**src/rtl/perf_counter_bank.sv**
```systemverilog
// Bank of NUM_EVENTS event counters with a snapshot shadow bank and a one-cycle-latency read port.
// Optional sticky per-counter wrap flags are built only when PERF_CNT_OVERFLOW_IRQ_EN is defined.
module perf_counter_bank #(
  parameter int NUM_EVENTS = 16,
  parameter int CNT_WIDTH  = 32,
  parameter int ADDR_WIDTH = 5
) (
  input  logic                  clk,
  input  logic                  rst_n,
  input  logic [NUM_EVENTS-1:0] event_in,
  input  logic [NUM_EVENTS-1:0] edge_mode,
  input  logic                  global_en,
  input  logic                  clr_req,
  input  logic [ADDR_WIDTH-1:0] clr_addr,
  input  logic                  clr_all,
  input  logic                  snap_req,
  input  logic                  rd_req,
  input  logic [ADDR_WIDTH-1:0] rd_addr,
  input  logic                  rd_shadow,
  output logic                  rd_valid,
  output logic [CNT_WIDTH-1:0]  rd_data,
  output logic [NUM_EVENTS-1:0] ovf_flags,
  output logic                  ovf_irq
);

  logic [NUM_EVENTS-1:0] prev_q, prev_d;
  logic [NUM_EVENTS-1:0] inc;
  logic [NUM_EVENTS-1:0] clr_hit;
  logic [CNT_WIDTH-1:0]  cnt_q    [NUM_EVENTS];
  logic [CNT_WIDTH-1:0]  cnt_d    [NUM_EVENTS];
  logic [CNT_WIDTH-1:0]  shadow_q [NUM_EVENTS];
  logic [CNT_WIDTH-1:0]  shadow_d [NUM_EVENTS];
  logic [CNT_WIDTH-1:0]  rd_sel;
  logic                  rd_valid_q, rd_valid_d;
  logic [CNT_WIDTH-1:0]  rd_data_q, rd_data_d;

  // Counting: edge-mode channels only count the first cycle of each assertion run.
  // A clear of a counter always beats a same-cycle increment.
  always_comb begin
    prev_d   = event_in;
    inc      = '0;
    clr_hit  = '0;
    cnt_d    = cnt_q;
    shadow_d = shadow_q;
    for (int i = 0; i < NUM_EVENTS; i++) begin
      inc[i]      = global_en & event_in[i] & (~edge_mode[i] | ~prev_q[i]);
      clr_hit[i]  = clr_all | (clr_req & (clr_addr == ADDR_WIDTH'(i)));
      cnt_d[i]    = clr_hit[i] ? '0 : cnt_q[i] + CNT_WIDTH'(inc[i]);
      shadow_d[i] = snap_req ? cnt_q[i] : shadow_q[i];
    end
  end

  // Read port: rd_req is a valid-only request (no ready, never stalls); the response appears
  // with rd_valid exactly one cycle later. Out-of-range addresses match no entry and return 0.
  always_comb begin
    rd_sel = '0;
    for (int i = 0; i < NUM_EVENTS; i++) begin
      if (rd_addr == ADDR_WIDTH'(i)) begin
        rd_sel = rd_shadow ? shadow_q[i] : cnt_q[i];
      end
    end
    rd_valid_d = rd_req;
    rd_data_d  = rd_req ? rd_sel : rd_data_q;
  end

  always_ff @(posedge clk) begin
    if (!rst_n) begin
      prev_q     <= '0;
      rd_valid_q <= 1'b0;
      rd_data_q  <= '0;
      for (int i = 0; i < NUM_EVENTS; i++) begin
        cnt_q[i]    <= '0;
        shadow_q[i] <= '0;
      end
    end else begin
      prev_q     <= prev_d;
      rd_valid_q <= rd_valid_d;
      rd_data_q  <= rd_data_d;
      cnt_q      <= cnt_d;
      shadow_q   <= shadow_d;
    end
  end

  assign rd_valid = rd_valid_q;
  assign rd_data  = rd_data_q;

`ifdef PERF_CNT_OVERFLOW_IRQ_EN
  logic [NUM_EVENTS-1:0] ovf_q, ovf_d;

  // A flag sets on wrap and stays until its counter is cleared; a clear in the wrap cycle wins.
  always_comb begin
    ovf_d = '0;
    for (int i = 0; i < NUM_EVENTS; i++) begin
      ovf_d[i] = ~clr_hit[i] & (ovf_q[i] | (inc[i] & (&cnt_q[i])));
    end
  end

  always_ff @(posedge clk) begin
    if (!rst_n) begin
      ovf_q <= '0;
    end else begin
      ovf_q <= ovf_d;
    end
  end

  assign ovf_flags = ovf_q;
  assign ovf_irq   = |ovf_q;
`else
  assign ovf_flags = '0;
  assign ovf_irq   = 1'b0;
`endif

endmodule

```
**config.mk**
```make
export PLATFORM = sky130hd
export DESIGN_NAME = perf_counter_bank
export DESIGN_NICKNAME = d
export VERILOG_FILES = /design/src/rtl/perf_counter_bank.sv
export SDC_FILE = /design/constraint.sdc
export NUM_CORES = 2
export LEC_CHECK = 0
export BUFFER_PORTS_ARGS = -buffer_cell sky130_fd_sc_hd__buf_2
export CORE_MARGIN = 4
export CORE_UTILIZATION = 44
export CTS_CLUSTER_SIZE = 24
export DETAILED_ROUTE_END_ITERATION = 6
export HOLD_SLACK_MARGIN = 0.06
export MAX_ROUTING_LAYER = met4
export PLACE_DENSITY = 0.7
export SYNTH_ARGS = -nofsm -noshare
export SYNTH_HDL_FRONTEND = slang
export SYNTH_SLANG_ARGS = --single-unit
```
**constraint.sdc**
```tcl
create_clock -name clk -period 2.9 [get_ports clk]
set_clock_uncertainty 0.1 [all_clocks]
set_input_delay 0.29 -clock clk [delete_from_list [all_inputs] [get_ports clk]]
set_output_delay 0.29 -clock clk [all_outputs]
set_load 0.02 [all_outputs]
```
==> impl_metrics.csv <==
group,metric,value,unit
cts,clock-sinks,1073,
placement,gp_congestion,0.9922,
yosys,synth_cell_types,70,
final_layout,nNetsFinal,6008,
routing,vias,42640,
routing,ant_nets,0,
setup_path,critPathCaptureType,"flop",
yosys,synth_top_area_share,40.92,%
routing,via_per_inst,5.637,
global_routing,grt_max_degree,179,
cts,clock_latency,0.74,ns
pwr,finalPower,32.13,mW
yosys,seq_area_frac_synth,40.92,%
sta,fin_crit,2.748,ns
cts,cts_buffer_depth,3,
routing,routed_wl,160.2,mm
setup_path,startpoint,"cnt_q[336]$_SDFF_PP0_",
cts,clkSlewWorstSetupHoldPaths,0.06,ns
run,drv_cap,0,
floorplan,ios,100,
worst_hold_path,hold_start,"edge_mode[6]",
cts,postCtsSetupBuffers,0,
pwr,leakagePower,23.11,nW
routing,drt-initial-drc-count,3694,
floorplan,coreArea,118200,µm²
setup_path,arrival,3.26,ns
global_routing,grt_overflow,0,
global_routing,grt_pass1_vias,39810,
global_routing,antenna_found_initial,5,
placement,preCtsSetupSlack,-0.4821,ns
yosys,ys_ff_latch,1073,
pwr,p_int,24.53,mW
setup_path,startpoint_type,"flop",
run_status,violations,"DRC",
setup_path,critical_path_class,"reg -> reg",
pwr,clkPwrFrac,47.7,%
sta,hold_viol,0,
cts,htreeDepth,3,
pwr,combPwrFrac,6.1,%
pwr,switchingPower,7.598,mW
sta,drv_slew,0,
yosys,synthArstFlopShare,0,%
sta,report.final.setup_viol,0,
worst_hold_path,hold_path.class,"in -> reg",
placement,dpl.hpwl,116.4,mm
yosys,synth_area,52500,µm²
setup_path,critPathMaxFanout,6,
cts,numCtsBuffers,114,
sta,worst-slew-pin-transition,1.195,ns
cts,cts-root-buf,"clkbuf_16",
final_layout,final_layout_size_suffix_gt1_share,14.31,%
floorplan,num_rows,126,
routing,drc,2,
routing,wire_per_inst,21.19,µm
final_layout,area_delta_synth_final,16.35,%
setup_path,reg2reg_from,"cnt_q[336]$_SDFF_PP0_",
yosys,synth_top_cell_by_area,"dfxtp_1",
pwr,irDropWorstVdd,0.5567,mV
sta,fin_crit_sh,94.75,%
yosys,yosys-top-cells-area,"dfxtp_1 (41%), mux2i_1 (16%), nor2b_1 (6.5%)",
floorplan,die_w,353.4,µm
sta,rsz0062_at_grt,"no",
run_status,status,"complete, but fails checks",
sta,fin_ws,0.1524,ns
floorplan,dieArea,124900,µm²
setup_path,r2r_cells,7,
sta,fmax,0.3640,GHz
pwr,p_seq_share,46.2,%
routing,first_pass_iters,7,
placement,port_buffers,82,
pwr,swShare,23.65,%
final_layout,utilization,51.66,%
worst_hold_path,holdPathStages,5,
cts,cts_tree,"built",
sta,slew_headroom,18.30,%
floorplan,start_util,44.40,%
yosys,synth_cells,5664,
global_routing,grt_pass1_wl,244.2,mm
setup_path,crit_required,3.41,ns
floorplan,fp.dieH,353.4,µm
yosys,yosysWarnings,0,
global_routing,grt_use_total,25.52,%
pwr,power.density,526.0,nW/µm²
yosys,syn_area_per_cell,9.269,µm²
yosys,synth_edf_count,0,
yosys,synth_flop_cell,"dfxtp_1",
-- stage by stage --
step           TNS, ns  hold WS (ns)  cell area (µm²)  cells
2_1_floorplan        0        0.3117            52560   5680
3_3_place_gp    -1.843        0.3834            56800   7315
3_5_place_dp    -2.095        0.3925            56800   7315
4_1_cts              0       0.07077            61070   7559
5_1_grt              0        0.1123            61080   7561
6_report             0        0.1167            61080   7563
-- worst max-delay path: stages (launching register included) --
cell and delay (ns):
dfxtp_1 0.36, mux2i_1 0.29, nor3_1 0.09, a2111oi_0 1.03, buf_4 0.26, a211oi_1 0.13, nor3_1 0.25, o22ai_1 0.12
-- state kept, by name, summed over array words and instances (netlist names) --
name,flops
shadow_q,512
rd_data,32
cnt_q,512
rd_valid,1
prev_q,16
-- kinds of logic after synthesis --
| kind of cell | synth area share (%) |
|---|---|
| simple gates | 21.05 |
| flops | 40.92 |
| mux | 19.32 |
| compound gates | 7.090 |
| buf+inv | 3.544 |
| xor+xnor | 7.307 |
| fa+ha+maj | 0.7627 |
| other cells | 0.007143 |
-- final cells by class --
cell class,count,area [µm²]
Antenna cell,4,10.01
Clock buffer,154,3214
Clock inverter,59,743.2
Fill cell,10850,57160
Inverter,69,259.0
Multi-Input combinational cell,4164,29320
Sequential cell,1073,21480
Tap cell,1536,1922
Timing Repair Buffer,504,4136
-- placed cells by master, fill, tap and decap left out, types with 114 or more instances in the layout --
cell type  instances
mux2i_1          849
nand3_1          200
clkbuf_16        115
xor2_1           267
dfxtp_1         1073
nor2b_1          548
nor3_1           154
xnor2_1          171
buf_4            355
nand2_1          235
a21oi_1          134
nor2_1           563
mux2_2           136
nand4_1          114
-- cells in the mapped netlist (6+ instances only) --
cell	n
and3_1	86
nand4_1	114
a21oi_1	134
o21ai_0	103
o21ai_1	17
or2_2	11
buf_2	68
nor4_1	34
dfxtp_1	1073
inv_1	69
ha_1	32
a211o_1	8
and4_1	40
o2111ai_1	6
o221ai_1	45
nor2b_1	549
or3_1	48
mux2i_1	849
clkbuf_1	223
mux2_2	136
xnor2_1	171
a2111oi_0	26
xor2_1	267
nor3_1	156
o22ai_1	63
nand2_1	235
a211oi_1	78
buf_1	51
a221oi_1	22
nand3_1	200
nand2b_1	12
nor2_1	567
o211ai_1	24
a22oi_1	8
buf_4	29
and2_1	29
-- repair_timing --
item / CTS / global route
endpoints found under the setup margin: 0 / 1
hold buffers: 31 / 0
resized for setup: 0 / 1
endpoints found under the hold margin: 60 / 0
-- power groups by stage --
stage	Sequential, mW	Combinational (mW)	Clock, mW
floorplan	15.2	1.19	0
CTS	14.8	1.94	15.6
detailed placement	15.2	1.90	0
global placement	15.2	1.90	0
global route	14.8	2.04	16.2
finish	14.9	1.96	15.3
-- per-layer routing --
metal | up-vias | share of wire, % | GRT usage, %
li1 | 20370 | - | -
met1 | 20700 | 44 | 33.83
met2 | 1268 | 45 | 39.50
met3 | 301 | 6.2 | 3.451
met4 | 0 | 4.6 | 10.26
met5 | - | 0 | -
-- worst paths after layout --
path / slack [ns] / to
max: 0.15 / rd_data[16]$_SDFFE_PN0P_
min: 0.12 / cnt_q[288]$_SDFF_PP0_
max reg2reg: 0.15 / rd_data[16]$_SDFFE_PN0P_
min reg2reg: 0.41 / cnt_q[220]$_SDFF_PP0_
Note: power is estimated with default switching activity, not from simulation.
